**config.mk**
```make
export PLATFORM = sky130hd
export DESIGN_NAME = cnt_seq_ctrl
export DESIGN_NICKNAME = d
export VERILOG_FILES = /design/src/rtl/cnt_ctrl_pkg.sv /design/src/rtl/cnt_stall_mon.sv /design/src/rtl/cnt_seq_ctrl.sv
export SDC_FILE = /design/constraint.sdc
export NUM_CORES = 1
export LEC_CHECK = 0
export ABC_AREA = 0
export BUFFER_PORTS_ARGS = -buffer_cell sky130_fd_sc_hd__buf_2
export CELL_PAD_IN_SITES_DETAIL_PLACEMENT = 1
export CELL_PAD_IN_SITES_GLOBAL_PLACEMENT = 1
export CORE_ASPECT_RATIO = 0.5
export CORE_MARGIN = 2
export CORE_UTILIZATION = 47
export CTS_BUF_LIST = sky130_fd_sc_hd__clkbuf_16
export DETAILED_ROUTE_END_ITERATION = 8
export PLACE_DENSITY_LB_ADDON = 0.1
export SYNTH_ARGS = -nofsm -noshare
export SYNTH_HDL_FRONTEND = slang
export SYNTH_HIERARCHICAL = 1
export SYNTH_SLANG_ARGS = --single-unit
export TNS_END_PERCENT = 50
```
**constraint.sdc**
```tcl
create_clock -name i_clk -period 6.6 [get_ports i_clk]
set_input_delay 1.32 -clock i_clk [delete_from_list [all_inputs] [get_ports i_clk]]
set_output_delay 1.32 -clock i_clk [all_outputs]
set_load 0.02 [all_outputs]
```
**src/rtl/cnt_ctrl_pkg.sv**
```systemverilog
// Shared types and reset values for the counter command sequencer.
package cnt_ctrl_pkg;

    typedef enum logic [2:0] {
        IDLE,
        MOVE_FWD,
        MOVE_BACK,
        DONE,
        ERR
    } state_t;

    typedef enum logic {
        GOTO   = 1'b0,
        BOUNCE = 1'b1
    } mode_t;

    localparam state_t ST_RST    = IDLE;
    localparam logic   UP_DN_RST = 1'b0;

endpackage

```
**src/rtl/cnt_stall_mon.sv**
```systemverilog
// Flags a counter that stays put while it is being enabled.
// A cycle counts as stalled only if en was also high the cycle before, since the counter is registered.
module cnt_stall_mon #(
    parameter int N         = 8,
    parameter int STALL_LIM = 4
) (
    input  logic         i_clk,
    input  logic         i_rst,
    input  logic         i_arm,
    input  logic [N-1:0] i_count,
    output logic         o_stall
);

    localparam int               CNT_W  = $clog2(STALL_LIM + 1);
    localparam logic [CNT_W-1:0] LIM_M1 = CNT_W'(STALL_LIM - 1);

    logic [N-1:0]     r_prev;
    logic             r_arm_q;
    logic [CNT_W-1:0] r_cnt;
    logic             w_stalled;

    assign w_stalled = i_arm && r_arm_q && (i_count == r_prev);
    assign o_stall   = w_stalled && (r_cnt == LIM_M1);

    always_ff @(posedge i_clk or posedge i_rst) begin
        if (i_rst) begin
            r_prev  <= '0;
            r_arm_q <= 1'b0;
            r_cnt   <= '0;
        end else begin
            r_prev  <= i_count;
            r_arm_q <= i_arm;
            if (!w_stalled)
                r_cnt <= '0;
            else if (r_cnt != LIM_M1)
                r_cnt <= r_cnt + CNT_W'(1);
        end
    end

endmodule

```
**src/rtl/cnt_seq_ctrl.sv**
```systemverilog
// Command sequencer steering an up/down counter to a target (GOTO) or back and forth (BOUNCE).
// en/up_dn are gated by a live compare against count so the counter never overshoots.
module cnt_seq_ctrl
    import cnt_ctrl_pkg::*;
#(
    parameter int N         = 8,
    parameter int REPS_W    = 4,
    parameter int STALL_LIM = 4
) (
    input  logic              i_clk,
    input  logic              i_rst,
    input  logic              i_cmd_valid,
    output logic              o_cmd_ready,
    input  logic              i_cmd_mode,
    input  logic [N-1:0]      i_cmd_target,
    input  logic [REPS_W-1:0] i_cmd_reps,
    input  logic              i_abort,
    input  logic [N-1:0]      i_count,
    output logic              o_en,
    output logic              o_up_dn,
    output logic              o_busy,
    output logic              o_done,
    output logic              o_err
);

    state_t            r_state;
    state_t            w_next_state;
    logic [N-1:0]      r_target;
    logic [N-1:0]      r_start;
    mode_t             r_mode;
    logic [REPS_W-1:0] r_reps;
    logic              r_dir;
    logic              r_up_dn;

    logic              w_hs;
    logic              w_en;
    logic              w_up_dn;
    logic              w_stall;
    logic              w_reps_dec;

    assign w_hs = i_cmd_valid && o_cmd_ready;

    // Kept outside the FSM process so the stall path does not form a combinational loop through it.
    assign w_en = (r_state == MOVE_FWD)  ? (i_count != r_target) :
                  (r_state == MOVE_BACK) ? (i_count != r_start)  : 1'b0;

    cnt_stall_mon #(
        .N         (N),
        .STALL_LIM (STALL_LIM)
    ) u_stall_mon (
        .i_clk   (i_clk),
        .i_rst   (i_rst),
        .i_arm   (w_en),
        .i_count (i_count),
        .o_stall (w_stall)
    );

    always_ff @(posedge i_clk or posedge i_rst) begin
        if (i_rst) begin
            r_state  <= ST_RST;
            r_target <= '0;
            r_start  <= '0;
            r_mode   <= GOTO;
            r_reps   <= '0;
            r_dir    <= 1'b0;
            r_up_dn  <= UP_DN_RST;
        end else begin
            r_state <= w_next_state;
            r_up_dn <= w_up_dn;
            if (w_hs) begin
                r_target <= i_cmd_target;
                r_start  <= i_count;
                r_mode   <= mode_t'(i_cmd_mode);
                r_reps   <= i_cmd_reps;
                r_dir    <= (i_cmd_target > i_count);
            end else if (w_reps_dec) begin
                r_reps <= r_reps - REPS_W'(1);
            end
        end
    end

    always_comb begin
        w_next_state = r_state;
        w_up_dn      = r_up_dn;
        w_reps_dec   = 1'b0;
        case (r_state)
            IDLE: begin
                if (w_hs)
                    w_next_state = (i_count == i_cmd_target) ? DONE : MOVE_FWD;
            end
            MOVE_FWD: begin
                w_up_dn = r_dir;
                if (i_abort)
                    w_next_state = IDLE;
                else if (w_stall)
                    w_next_state = ERR;
                else if (!w_en)
                    w_next_state = (r_mode == GOTO || r_reps == '0) ? DONE : MOVE_BACK;
            end
            MOVE_BACK: begin
                w_up_dn = ~r_dir;
                if (i_abort)
                    w_next_state = IDLE;
                else if (w_stall)
                    w_next_state = ERR;
                else if (!w_en) begin
                    w_reps_dec   = 1'b1;
                    w_next_state = (r_reps == REPS_W'(1)) ? DONE : MOVE_FWD;
                end
            end
            DONE:    w_next_state = IDLE;
            ERR: begin
                if (i_abort)
                    w_next_state = IDLE;
            end
            default: w_next_state = IDLE;
        endcase
    end

    assign o_en        = w_en;
    assign o_up_dn     = w_up_dn;
    assign o_busy      = (r_state == MOVE_FWD) || (r_state == MOVE_BACK);
    assign o_done      = (r_state == DONE) && !i_abort;
    assign o_err       = (r_state == ERR);
    assign o_cmd_ready = (r_state == IDLE) && !i_rst;

endmodule
```
=== Word-level counts from Yosys, hierarchy flattened ===
Index checks and enable logic that the tools add are counted.

* Register bits after elaboration: 38
* Bits of input ports: 25
* Logic and storage cells: 68

* $add $sub $neg: 2
* $lt $le $gt $ge: 1
* Equal/unequal tests: 16
* Muxes and demuxes: 23
* Bitwise operators: 2
* Reductions and logical operators: 14

{| class="wikitable"
|+ Operators with widths
! cell !! count
|-
| $mux W3 || 10
|-
| $eq A8 B8 Y1 || 2
|-
| $ne A8 B8 Y1 || 2
|-
| $pmux W3 S4 || 1
|-
| $eq A3 B2 Y1 const B || 3
|-
| $gt A8 B8 Y1 || 1
|-
| $mux W4 || 2
|-
| $ne A4 B4 Y1 const B || 2
|-
| $mux W1 || 7
|-
| $logic_and A1 B1 Y1 || 6
|-
| $ne A2 B2 Y1 const B || 3
|-
| $eq A4 B1 Y1 const B || 1
|-
| $logic_not A4 Y1 || 1
|-
| $mux W2 || 2
|-
| $reduce_and A4 Y1 || 1
|-
| $sub A4 B1 Y4 const B || 1
|-
| $add A3 B1 Y3 const B || 1
|-
| $eq A3 B1 Y1 const B || 1
|-
| $eq A3 B3 Y1 const B || 1
|-
| $logic_not A3 Y1 || 1
|-
| $ne A3 B2 Y1 const B || 1
|-
| $logic_not A1 Y1 || 2
|-
| $logic_or A1 B1 Y1 || 2
|-
| $not A1 Y1 || 2
|-
| other kinds (2) || 2
|}

=== Logic depth before layout (Yosys ltp) ===
Gate-level depths: netlist of the first run.

* Word-level depth: 11
* Gate-level depth with buffers: 13

=== Modules after synthesis ===
Netlist of the first run, hierarchy kept.

{| class="wikitable"
|+ By module, submodules not included
! module !! instances !! cells an instance !! area each (um^2) !! seq. area each (um^2)
|-
| cnt_seq_ctrl || 1 || 191 || 1,680.4 || 650.6
|-
| cnt_stall_mon || 1 || 38 || 511.7 || 300.3
|}

=== Least setup slack after synthesis of the first run ===
OpenSTA, ideal clock, no wires.

* Kind: input to register
* Start point: input i_count[2]
* End point: register r_reps[3]
* Arrival time: 3.589 ns
* Required time: 6.476 ns
* Slack: 2.887 ns
* Stages: 13
* Path buffers: 0
* Cell sequence: xor2_1 nor4_4 a21oi_1 a21oi_1 nor2_1 o2111a_1 nand3_1 nor2_1 or2_4 nor3_4 nand3_4 o21a_1 o31a_1

* Cells in the longest elaborated chain, start to end: 10
* Elaborated cells between the ends (all ways): 13
* Classes of those cells: 3 x eq/ne; 6 x mux; 4 x reduce/logical

{| class="wikitable"
|+ Ends and longest elaborated chain
! element !! line !! RTL
|-
| start: declaration || cnt_seq_ctrl.sv:18 || <nowiki>input logic [N-1:0] i_count,</nowiki>
|-
| $ne A8 B8 Y1 || cnt_seq_ctrl.sv:45 || <nowiki>(r_state == MOVE_BACK) ? (i_count != r_start) : 1'b0;</nowiki>
|-
| $mux W1 || cnt_seq_ctrl.sv:45 ||
|-
| $mux W1 * || cnt_seq_ctrl.sv:44 || <nowiki>assign w_en = (r_state == MOVE_FWD) ? (i_count != r_target) :</nowiki>
|-
| net o_en || cnt_seq_ctrl.sv:19 || <nowiki>output logic o_en,</nowiki>
|-
| $logic_and A1 B1 Y1 * (2 in a row) || cnt_stall_mon.sv:22 || <nowiki>assign w_stalled = i_arm && r_arm_q && (i_count == r_prev);</nowiki>
|-
| $logic_and A1 B1 Y1 * || cnt_stall_mon.sv:23 || <nowiki>assign o_stall = w_stalled && (r_cnt == LIM_M1);</nowiki>
|-
| net w_stall || cnt_seq_ctrl.sv:38 || <nowiki>logic w_stall;</nowiki>
|-
| $mux W1 * || cnt_seq_ctrl.sv:104 || <nowiki>else if (w_stall)</nowiki>
|-
| $mux W1 * || cnt_seq_ctrl.sv:102 || <nowiki>if (i_abort)</nowiki>
|-
| $mux W1 * || cnt_seq_ctrl.sv:86 || <nowiki>case (r_state)</nowiki>
|-
| $reduce_bool A2 Y1 (no source line) * || - ||
|-
| end signal: assignment || cnt_seq_ctrl.sv:74 || <nowiki>r_reps <= i_cmd_reps;</nowiki>
|-
| end signal: assignment || cnt_seq_ctrl.sv:77 || <nowiki>r_reps <= r_reps - REPS_W'(1);</nowiki>
|-
| end: declaration || cnt_seq_ctrl.sv:31 || <nowiki>logic [REPS_W-1:0] r_reps;</nowiki>
|}

The timed path passes the listed nets; every way through them passes the cells marked *.
A chain may end at the register's enable or synchronous reset.

=== Final worst setup path of the first run ===
* Start point: input i_count[5]
* End point: output o_en

* Cells in the longest elaborated chain, start to end: 3
* Elaborated cells between the ends (all ways): 4
* Classes of those cells: 2 x eq/ne; 2 x mux

{| class="wikitable"
|+ Ends and longest elaborated chain
! element !! line
|-
| $ne A8 B8 Y1 || cnt_seq_ctrl.sv:45
|-
| $mux W1 || cnt_seq_ctrl.sv:45
|-
| $mux W1 * || cnt_seq_ctrl.sv:44
|-
| end: declaration || cnt_seq_ctrl.sv:19
|}

Mark *: on every way between the ends. The rest lies on a longest branch, timed or not.

==> summary.txt, run 1 <==
Floorplan
  • Die width: a little over 100 µm
  • # IOs: 31
  • Effective utilization at floorplan: 0.493
  • Die ar.: approximately 5300 µm²
  • Core area: 4450 µm²
  • Row count: 17
  • Die height: between 50 and 60 µm

Timing
  • Final Cycle Share: 0.618
  • Fin. max-slew vios: 0
  • RSZ-0062 raised after global routing: no
  • # setup viols final: 0
  • Final hold vios: 0
  • Layout Skew: around 0.0042 ns
  • Setup ws final: roughly 2.5 ns
  • Slew margin rel.: 0.280
  • Setup_tns: 0 ns
  • Crit path time final: between 4 and 5 ns
  • Maximum clock frequency: 245 MHz
  • Worst Tran Pin Value: 1.08 ns

Setup path
  • Worst setup path start: i_count[5]
  • Arr. time, crit path: around 2.8 ns
  • Slowest cell on the critical path: nor4_1
  • Worst R2R Start: r_target[5]
  • Buf+Inv Stages, Crit Path: 2
  • CP Cell Sequence: buf_2 > xor2_1 > nor4_1 > nand2_1 > a21oi_1 > nor2_1 > buf_2
  • Crit Path Max Fanout: 5
  • Worst setup path class: in2out
  • Worst r2r dst: r_reps[3]
  • Worst setup EP type: primary output
  • Critical path depth: 7
  • Delay-heaviest family, CP: simple AND/OR/NAND/NOR gates
  • R2r setup slk: 3.49 ns
  • WP data required: 5.28 ns
  • CP Capture Point: o_en
  • Startpoint types: input pin
  • Crit path top cell by count: buf_2
  • CP max stage delay: approximately 0.48 ns
  • R2R cell count: 13

Routing
  • First drt pass iteration count: 4
  • WL final: 5880 µm
  • Detail Route Antenna Nets: 0
  • DR vias: ~1800
  • WL per Instance: between 15 and 20 µm
  • Initial DRC Count: 38
  • DRC: 0
  • Detailed-route vias per instance: 5.57

Clock tree
  • Clock sink total: 38
  • Hold_buf cts: 0
  • H-tree depth: 2
  • Postcts setup bufs: 0
  • Reg clk slew, reported paths: about 0.06 ns
  • Post_cts resized: 0
  • CTS buffer count: 5
  • Clk_lat worst skew: a little under 0.3 ns
  • CTS tree: done
  • CTS Buffer Depth: 2
  • Root Driver: clkbuf_16

Final layout
  • Antenna Cells: 0
  • Fraction of layout cells with a size suffix above 1: 0.192
  • Post-layout nets: between 200 and 300
  • Synth-to-layout area growth: 15.5%
  • Post-layout util: 0.569

Yosys
  • Syn_nets: around 270
  • Post-synthesis cell type count: 41
  • Sequential-to-total area share from yosys stat: 0.434
  • Ys Warns: 6
  • Ys async rst share: 1.00
  • Post-synth EDFFs: 0
  • Syn_area_per_cell: approximately 9.6 µm²
  • Yosys reg bits: 38
  • Syn Inst Count: between 200 and 250
  • Post-synth top flop: dfrtp_1
  • Mapped Area: 2190 µm²

Place
  • Port bufs: 30
  • Placed wire-length estimate: 4190 µm
  • Setup WS pre-CTS: 2.44 ns
  • GP Congestion: 0.874

Power
  • Peak ir drop on the vdd network: between 0.1 and 0.15 mV
  • Tot Pwr: 911 µW
  • Static leakage: between 0.001 and 0.0015 µW
  • Power density over the cells: 360 nW/µm²

Global route
  • Pin count of the biggest net entering global routing: 30
  • Initial antenna violation count: 0
  • First-pass GRT wire length: approximately 10000 µm
  • GRT Total Usage: 0.258
  • Vias in the first global route: approximately 1900
  • Total gr overflow: 0

Status
  • Outcome: complete, no violations

Worst hold path
  • Worst min-delay path category: reg2reg

Run
  • Max-cap viol count: 0
==> Yosys cell counts (3+ instances only) <==
library cell,count,area share
o21ai_0,10,0.023
xnor2_2,3,0.022
inv_1,15,0.026
nor3_1,8,0.018
a21oi_1,11,0.025
nor4_1,3,0.0086
nor2_1,13,0.022
nand4_1,3,0.0086
ha_1,13,0.074
nand2_1,44,0.075
dfrtp_1,38,0.43
buf_2,4,0.0091
clkbuf_1,3,0.0051
mux2i_1,3,0.014
xor2_1,21,0.084
nor2b_1,3,0.0086
==> worst min path at each step <==
stage / endpoint / cells after the start / slack, ns / from
6_report: r_mode / 2 / 0.49 / r_mode
5_1_grt: r_start[0] / 2 / 0.52 / r_start[0]
4_1_cts: r_mode / 2 / 0.50 / r_mode
3_5_place_dp: r_mode / 2 / 0.48 / r_mode
3_3_place_gp: r_mode / 2 / 0.47 / r_mode
2_1_floorplan: r_mode / 2 / 0.45 / r_mode
==> through the flow <==
stage / cells / hold WS (ns) / cell area (µm²)
6_report: 318 / 0.492 / 2530
5_1_grt: 318 / 0.523 / 2530
4_1_cts: 318 / 0.496 / 2530
3_5_place_dp: 310 / 0.481 / 2390
3_3_place_gp: 310 / 0.474 / 2390
2_1_floorplan: 229 / 0.447 / 2190
==> layout by cell type, fill, tap and decap left out, types with 3 or more instances in the layout <==
cell / instances
nand2_1: 44
ha_1: 13
nor3_1: 8
xnor2_2: 3
nor2b_1: 3
buf_2: 30
nand4_1: 3
nor4_1: 3
o21ai_0: 10
xor2_1: 21
dfrtp_1: 38
a21oi_1: 11
clkbuf_16: 5
inv_1: 15
mux2i_1: 3
nor2_1: 13
==> layout make-up <==
cell class | count | area [µm²]
multi-input cells | 169 | 1150
inverters | 15 | 56.3
clock buffers | 5 | 125
repair buffers | 31 | 158
clock inverters | 3 | 16.3
flip-flops and latches | 38 | 951
well taps | 57 | 71.3
fillers | 529 | 1910
==> worst reg2reg max path, delay by kind of cell (launching register included) <==
family / cells / cell delay (ns)
AND/OR/NAND/NOR: 8 / 1.64
AO/OA/AOI/OAI: 4 / 0.83
flip-flops: 1 / 0.38
XOR/XNOR: 1 / 0.15
==> power by group <==
| part | total, µW | switching (µW) | internal, µW |
|---|---|---|---|
| Clock | 236 | 98.2 | 138 |
| Sequential | 381 | 71.5 | 309 |
| Combinational | 294 | 177 | 117 |
==> sequential cells by signal, summed over array words and instances (netlist names) <==
name                 flops
u_stall_mon/r_arm_q      1
r_start                  8
r_target                 8
u_stall_mon/r_cnt        3
r_state                  3
r_reps                   4
u_stall_mon/r_prev       8
r_dir                    1
r_up_dn                  1
r_mode                   1
==> layer usage <==
metal / vias to the layer above / GRT usage / part of all wire
met2: 33 / 0.430 / 0.48
met1: 884 / 0.331 / 0.47
met3: 7 / 0.0693 / 0.041
li1: 847 / - / -
met4: 0 / 0.0822 / 0.012
met5: - / 0 / 0
==> logic make-up (layout without fill, tap and decap cells) <==
family	after synthesis	count (layout)	share of synthesized area
xor+xnor	26	26	0.114
fa+ha+maj	13	13	0.0742
mux	5	5	0.0240
flops	38	38	0.434
buf+inv	22	54	0.0400
compound gates	37	37	0.106
simple gates	88	88	0.208
Power figures use the tool's default switching activity.
==> inputs of run 2 (changes only) <==
--- a/config.mk
+++ b/config.mk
@@ -11,7 +11,7 @@
 export CELL_PAD_IN_SITES_GLOBAL_PLACEMENT = 1
 export CORE_ASPECT_RATIO = 0.5
 export CORE_MARGIN = 2
-export CORE_UTILIZATION = 47
+export CORE_UTILIZATION = 39
 export CTS_BUF_LIST = sky130_fd_sc_hd__clkbuf_16
 export DETAILED_ROUTE_END_ITERATION = 8
 export PLACE_DENSITY_LB_ADDON = 0.1
==> constraint.sdc (replaced) <==
create_clock -name i_clk -period 3.4 [get_ports i_clk]
set_input_delay 0.68 -clock i_clk [delete_from_list [all_inputs] [get_ports i_clk]]
set_output_delay 0.68 -clock i_clk [all_outputs]
set_load 0.02 [all_outputs]
==> summary.txt, run 2 (synthesized netlist as in run 1, its figures left out) <==
Status
  • Outcome: complete, no violations

Setup path
  • Worst R2R Start: r_target[5]
  • Startpoint types: input pin
  • Crit Path Max Fanout: 5 (unchanged)
  • Worst setup path start: i_count[5]
  • WP data required: 3.56 ns (-1.72 ns)
  • Worst r2r dst: r_reps[3]
  • CP Capture Point: r_reps[3]
  • Worst setup EP type: flip-flop
  • Arr. time, crit path: 3.36 ns (+0.60 ns)
  • R2R cell count: 13 (unchanged)
  • Worst setup path class: in2reg
  • R2r setup slk: 0.38 ns (-3.11 ns)

Timing
  • RSZ-0062 raised after global routing: no
  • Maximum clock frequency: 313 MHz
  • Slew margin rel.: 0.460 (+0.180)
  • Worst Tran Pin Value: 0.789 ns (-0.287 ns)
  • Final Cycle Share: 0.941
  • Final hold slack: 0.425 ns (-0.0668 ns)
  • Setup ws final: 0.201 ns (-2.32 ns)
  • Crit path time final: 3.20 ns
  • Setup_tns: 0 ns (unchanged)
  • Final hold vios: 0 (unchanged)
  • Layout Skew: 0.00475 ns (+0.000550 ns)
  • Fin. max-slew vios: 0 (unchanged)
  • # setup viols final: 0 (unchanged)

Routing
  • Initial DRC Count: 37 (-2.6%)
  • DRC: 0 (unchanged)
  • DR vias: 1736 (-2.0%)
  • WL per Instance: 16.3 µm (-12%)
  • First drt pass iteration count: 3 (-1)
  • Detailed-route vias per instance: 5.14 (-7.8%)
  • Detail Route Antenna Nets: 0 (unchanged)
  • WL final: 5490 µm (-6.6%)

Floorplan
  • Row count: 19 (+2)
  • Effective utilization at floorplan: 0.403 (-0.0904)
  • Die ar.: 6270 µm² (+19%)
  • # IOs: 31 (unchanged)
  • Die width: 110 µm (+9.4%)
  • Die height: 57.0 µm (+9.0%)
  • Core area: 5440 µm² (+22%)

Place
  • Port bufs: 30 (unchanged)
  • Placed wire-length estimate: 4190 µm (about the same)
  • Setup WS pre-CTS: -0.0264 ns (-2.47 ns)
  • GP Congestion: 0.745 (-15%)
  • Placed instance area: 2450 µm² (+2.4%)

Clock tree
  • Hold_buf cts: 0 (unchanged)
  • Clk_lat worst skew: 0.28 ns (about the same)
  • CTS Buffer Depth: 2 (unchanged)
  • CTS buffer count: 5 (unchanged)
  • Root Driver: clkbuf_16
  • CTS tree: done
  • Reg clk slew, reported paths: 0.06 ns (about the same)
  • H-tree depth: 2 (unchanged)
  • Postcts setup bufs: 0 (unchanged)
  • Clock sink total: 38 (unchanged)
  • Post_cts resized: 0 (unchanged)

Final layout
  • Antenna Cells: 0 (unchanged)
  • Post-layout util: 0.479 (-0.0906)
  • Fraction of layout cells with a size suffix above 1: 0.204 (+0.0122)
  • Filler cells: 647 (+22%)
  • Top Registers: r_start: 8 flops, r_target: 8 flops, u_stall_mon/r_prev: 8 flops
  • Synth-to-layout area growth: 18.9%
  • Finished Cell Area: 2610 µm² (+3.0%)
  • Commonest non-fill, non-tap cell in the layout: nand2_1
  • Most frequent cells in the layout: nand2_1 (44), dfrtp_1 (38), buf_2 (30)
  • Post-layout nets: 303 (+1.7%)

Global route
  • First-pass GRT wire length: 9230 µm (-5.6%)
  • Pin count of the biggest net entering global routing: 30 (unchanged)
  • Initial antenna violation count: 0 (unchanged)
  • Total gr overflow: 0 (unchanged)
  • GRT Total Usage: 0.197 (-0.0608)
  • Vias in the first global route: 1863 (-2.1%)

Run
  • Max-cap viol count: 0 (unchanged)

Power
  • Static leakage: 0.00128 µW (+2.9%)
  • Power density over the cells: 697 nW/µm² (+93%)
  • Peak ir drop on the vdd network: 0.263 mV (+81%)

Worst hold path
  • Worst min-delay path category: in2async
[run 2: cell types whose count changed in the layout (fill, tap and decap cells not counted), sizes merged]
| cell | delta |
|---|---|
| bufinv | +1 |
| clkinv | -1 |
| buf | +5 |
| clkinvlp | -1 |
[run 2: final cells by class]
cell class	instances	area, µm²	share of cell area
Clock buffer	5	125	0.0480
Timing Repair Buffer	36	195	0.0749
Sequential cell	38	951	0.365
Tap cell	73	91.3	0.0350
Clock inverter	2	33.8	0.0130
Multi-Input combinational cell	169	1150	0.443
Inverter	15	56.3	0.0216
[run 2: power breakdown]
part	internal (µW)	switching [µW]
sequential	600	130
combinational	234	332
clock	339	180
total	1170	642
[run 2: how the worst min path moves through the flow]
stage	from	endpoint	slack, ns	depth (start not counted)
after floorplan	r_mode	r_mode	0.45	2
after global placement	r_start[0]	r_start[0]	0.48	2
after detailed placement	r_mode	r_mode	0.48	2
after CTS	i_rst	r_up_dn	0.44	2
after global routing	i_rst	r_start[3]	0.47	2
final	i_rst	r_up_dn	0.42	2
[run 2: metal layers]
layer / vias to the layer above / GRT usage / share of wire
li1: 846 / - / -
met1: 865 / 0.279 / 0.50
met2: 21 / 0.314 / 0.46
met3: 4 / 0.0434 / 0.028
met4: 0 / 0.0380 / 0.0062
met5: - / 0 / 0
[run 2: through the flow]
stage,cells,total power [µW]
after floorplan,229,1120
after global placement,331,1280
after detailed placement,331,1310
after CTS,338,1830
after global routing,338,1930
final,338,1820
[run 2: critical path, cell delays in order]
cell      delay (ns)
buf_2           0.14
xor2_1          0.16
nor4_1          0.50
nand2_1         0.21
a21oi_1         0.17
nor2_1          0.08
o2111a_1        0.18
nand3_1         0.09
nor2_1          0.05
or2_4           0.28
nor3_4          0.22
nand3_4         0.12
o21a_1          0.21
o31a_1          0.27
==> inputs of run 3 (changes only) <==
--- a/config.mk
+++ b/config.mk
@@ -15,6 +15,7 @@
 export CTS_BUF_LIST = sky130_fd_sc_hd__clkbuf_16
 export DETAILED_ROUTE_END_ITERATION = 8
 export PLACE_DENSITY_LB_ADDON = 0.1
+export RECOVER_POWER = 50
 export SYNTH_ARGS = -nofsm -noshare
 export SYNTH_HDL_FRONTEND = slang
 export SYNTH_HIERARCHICAL = 1
==> summary.txt, run 3 (synthesized netlist as in run 1, its figures left out) <==
Clock tree
  • Clk_lat worst skew: 0.28 ns (about the same)
  • Reg clk slew, reported paths: 0.06 ns (about the same)
  • Clock sink total: 38 (unchanged)
  • Hold_buf cts: 0 (unchanged)
  • Post_cts resized: 0 (unchanged)
  • CTS Buffer Depth: 2 (unchanged)
  • CTS tree: done
  • Postcts setup bufs: 0 (unchanged)
  • Root Driver: clkbuf_16
  • H-tree depth: 2 (unchanged)
  • CTS buffer count: 5 (unchanged)

Global route
  • Vias in the first global route: 1863 (unchanged)
  • Pin count of the biggest net entering global routing: 30 (unchanged)
  • Total gr overflow: 0 (unchanged)
  • GRT Total Usage: 0.197 (unchanged)
  • Initial antenna violation count: 0 (unchanged)
  • First-pass GRT wire length: 9230 µm (unchanged)

Setup path
  • Worst setup path start: i_count[5]
  • CP Capture Point: r_reps[3]
  • Worst r2r dst: r_reps[3]
  • Delay-heaviest family, CP: simple AND/OR/NAND/NOR gates
  • CP max stage delay: 0.50 ns (about the same)
  • Critical path depth: 14 (unchanged)
  • Worst setup EP type: flip-flop
  • Slowest cell on the critical path: nor4_1
  • Worst setup path class: in2reg
  • Arr. time, crit path: 3.37 ns (about the same)
  • Worst R2R Start: r_target[5]
  • R2r setup slk: 0.37 ns (about the same)
  • Startpoint types: input pin
  • R2R cell count: 13 (unchanged)
  • WP data required: 3.56 ns (about the same)
  • Buf+Inv Stages, Crit Path: 1 (unchanged)
  • Crit Path Max Fanout: 5 (unchanged)
  • CP Cell Sequence: buf_2 > xor2_1 > nor4_1 > nand2_1 > a21oi_1 > nor2_1 > o2111a_1 > nand3_1 > nor2_1 > or2_4 > nor3_4 > nand3_4 > o21a_1 > o31a_1
  • Crit path top cell by count: nor2_1

Routing
  • Met3 wire len: 157 µm (+0.64%)
  • DRC: 0 (unchanged)
  • Detailed-route vias per instance: 5.17 (+0.63%)
  • DR vias: 1747 (+0.63%)
  • Detail Route Antenna Nets: 0 (unchanged)
  • WL met1: 2790 µm (+0.80%)
  • First drt pass iteration count: 4 (+1)
  • DR WL met2: 2520 µm (-0.47%)
  • Initial DRC Count: 38 (+2.7%)
  • Top sig layer: met4
  • WL final: 5500 µm (+0.20%)
  • WL per Instance: 16.3 µm (+0.20%)

Place
  • Port bufs: 30 (unchanged)
  • Post-Place Cells: 331 (unchanged)
  • Placed wire-length estimate: 4190 µm (unchanged)
  • Placed instance area: 2450 µm² (unchanged)
  • GP Congestion: 0.745 (unchanged)

Floorplan
  • Die width: 110 µm (unchanged)
  • Die height: 57.0 µm (unchanged)
  • Effective utilization at floorplan: 0.403 (unchanged)
  • Core area: 5440 µm² (unchanged)
  • # IOs: 31 (unchanged)
  • Die ar.: 6270 µm² (unchanged)
  • Row count: 19 (unchanged)

Final layout
  • Top Registers: r_start: 8 flops, r_target: 8 flops, u_stall_mon/r_prev: 8 flops
  • Layout Cells excl Fill: 338 (unchanged)
  • Most frequent cells in the layout: nand2_1 (44), dfrtp_1 (38), buf_2 (25)
  • Commonest non-fill, non-tap cell in the layout: nand2_1
  • Post-layout nets: 303 (unchanged)
  • Finished Cell Area: 2590 µm² (-0.53%)
  • Synth-to-layout area growth: 18.3%
  • Fraction of layout cells with a size suffix above 1: 0.177 (-0.0264)
  • Antenna Cells: 0 (unchanged)

Power
  • Switching Share: 0.354 (+0.000599)
  • Combinational share of power: 0.311 (about the same)
  • Internal power: 1170 µW (-0.18%)
  • Switching power: 642 µW (about the same)
  • Clock power frac: 0.286 (about the same)
  • Peak ir drop on the vdd network: 0.263 mV (about the same)
  • Part of the power in registers: 0.403 (about the same)
  • Static leakage: 0.00125 µW (-1.6%)
  • Power density over the cells: 700 nW/µm² (+0.45%)

Timing
  • Final hold vios: 0 (unchanged)
  • Final hold slack: 0.413 ns (-0.0117 ns)
  • Layout Skew: 0.00459 ns (-0.000157 ns)
  • Slew margin rel.: 0.335 (-0.125)
  • RSZ-0062 raised after global routing: no
  • Maximum clock frequency: 312 MHz (about the same)
  • Final Cycle Share: 0.942 (about the same)
  • # setup viols final: 0 (unchanged)
  • Crit path time final: 3.20 ns (+0.00260 ns)
  • Worst Tran Pin Value: 0.997 ns (+0.207 ns)
  • Fin. max-slew vios: 0 (unchanged)

Status
  • Outcome: complete, no violations

Worst hold path
  • Worst min-delay path category: in2async

Run
  • Max-cap viol count: 0 (unchanged)
## run 3: cell types whose count changed in the layout (fill, tap and decap cells not counted), sizes merged
| cell | before | now |
|---|---|---|
| clkbuf | 5 | 12 |
| buf | 36 | 29 |
## run 3: cell type report
cell class              instances  area [µm²]
clock buffers                   5         125
clock inverters                 2        33.8
fillers                       649        2850
inverters                      15        56.3
multi-input cells             169        1150
flip-flops and latches         38         951
well taps                      73        91.3
repair buffers                 36         181
## run 3: worst register-to-register path: stages, from the launching register on
cell and delay (ns):
dfrtp_1 0.39, xor2_1 0.14, nor4_1 0.50, nand2_1 0.21, a21oi_1 0.17, nor2_1 0.08
o2111a_1 0.18, nand3_1 0.09, nor2_1 0.05, or2_4 0.28, nor3_4 0.22, nand3_4 0.12
o21a_1 0.21, o31a_1 0.27
## run 3: power by group through the flow
stage / logic, µW / clock network [µW] / registers, µW
after global routing: 638 / 540 / 753
after floorplan: 433 / 0 / 687
after CTS: 579 / 523 / 730
final: 564 / 519 / 731
after detailed placement: 570 / 0 / 737
after global placement: 547 / 0 / 730
## run 3: worst min path at each step
stage,start,end,depth (start not counted)
6_report,i_rst,r_up_dn,2
3_3_place_gp,r_start[0],r_start[0],2
2_1_floorplan,r_mode,r_mode,2
4_1_cts,i_rst,r_up_dn,2
3_5_place_dp,r_mode,r_mode,2
5_1_grt,i_rst,r_start[3],2
## run 3: stage by stage
step	power, µW	TNS [ns]	util	setup slack, ns
final	1810	0	0.476	0.199
after global routing	1930	0	0.476	0.0504
after CTS	1830	0	0.479	0.256
after detailed placement	1310	-0.0264	0.450	-0.0264
after global placement	1280	0	0.450	0.0406
after floorplan	1120	0	-	0.327
## run 3: metal layers
| metal | vias up | GRT usage |
|---|---|---|
| met5 | - | 0 |
| li1 | 845 | - |
| met4 | 0 | 0.0380 |
| met1 | 875 | 0.279 |
| met2 | 23 | 0.314 |
| met3 | 4 | 0.0434 |
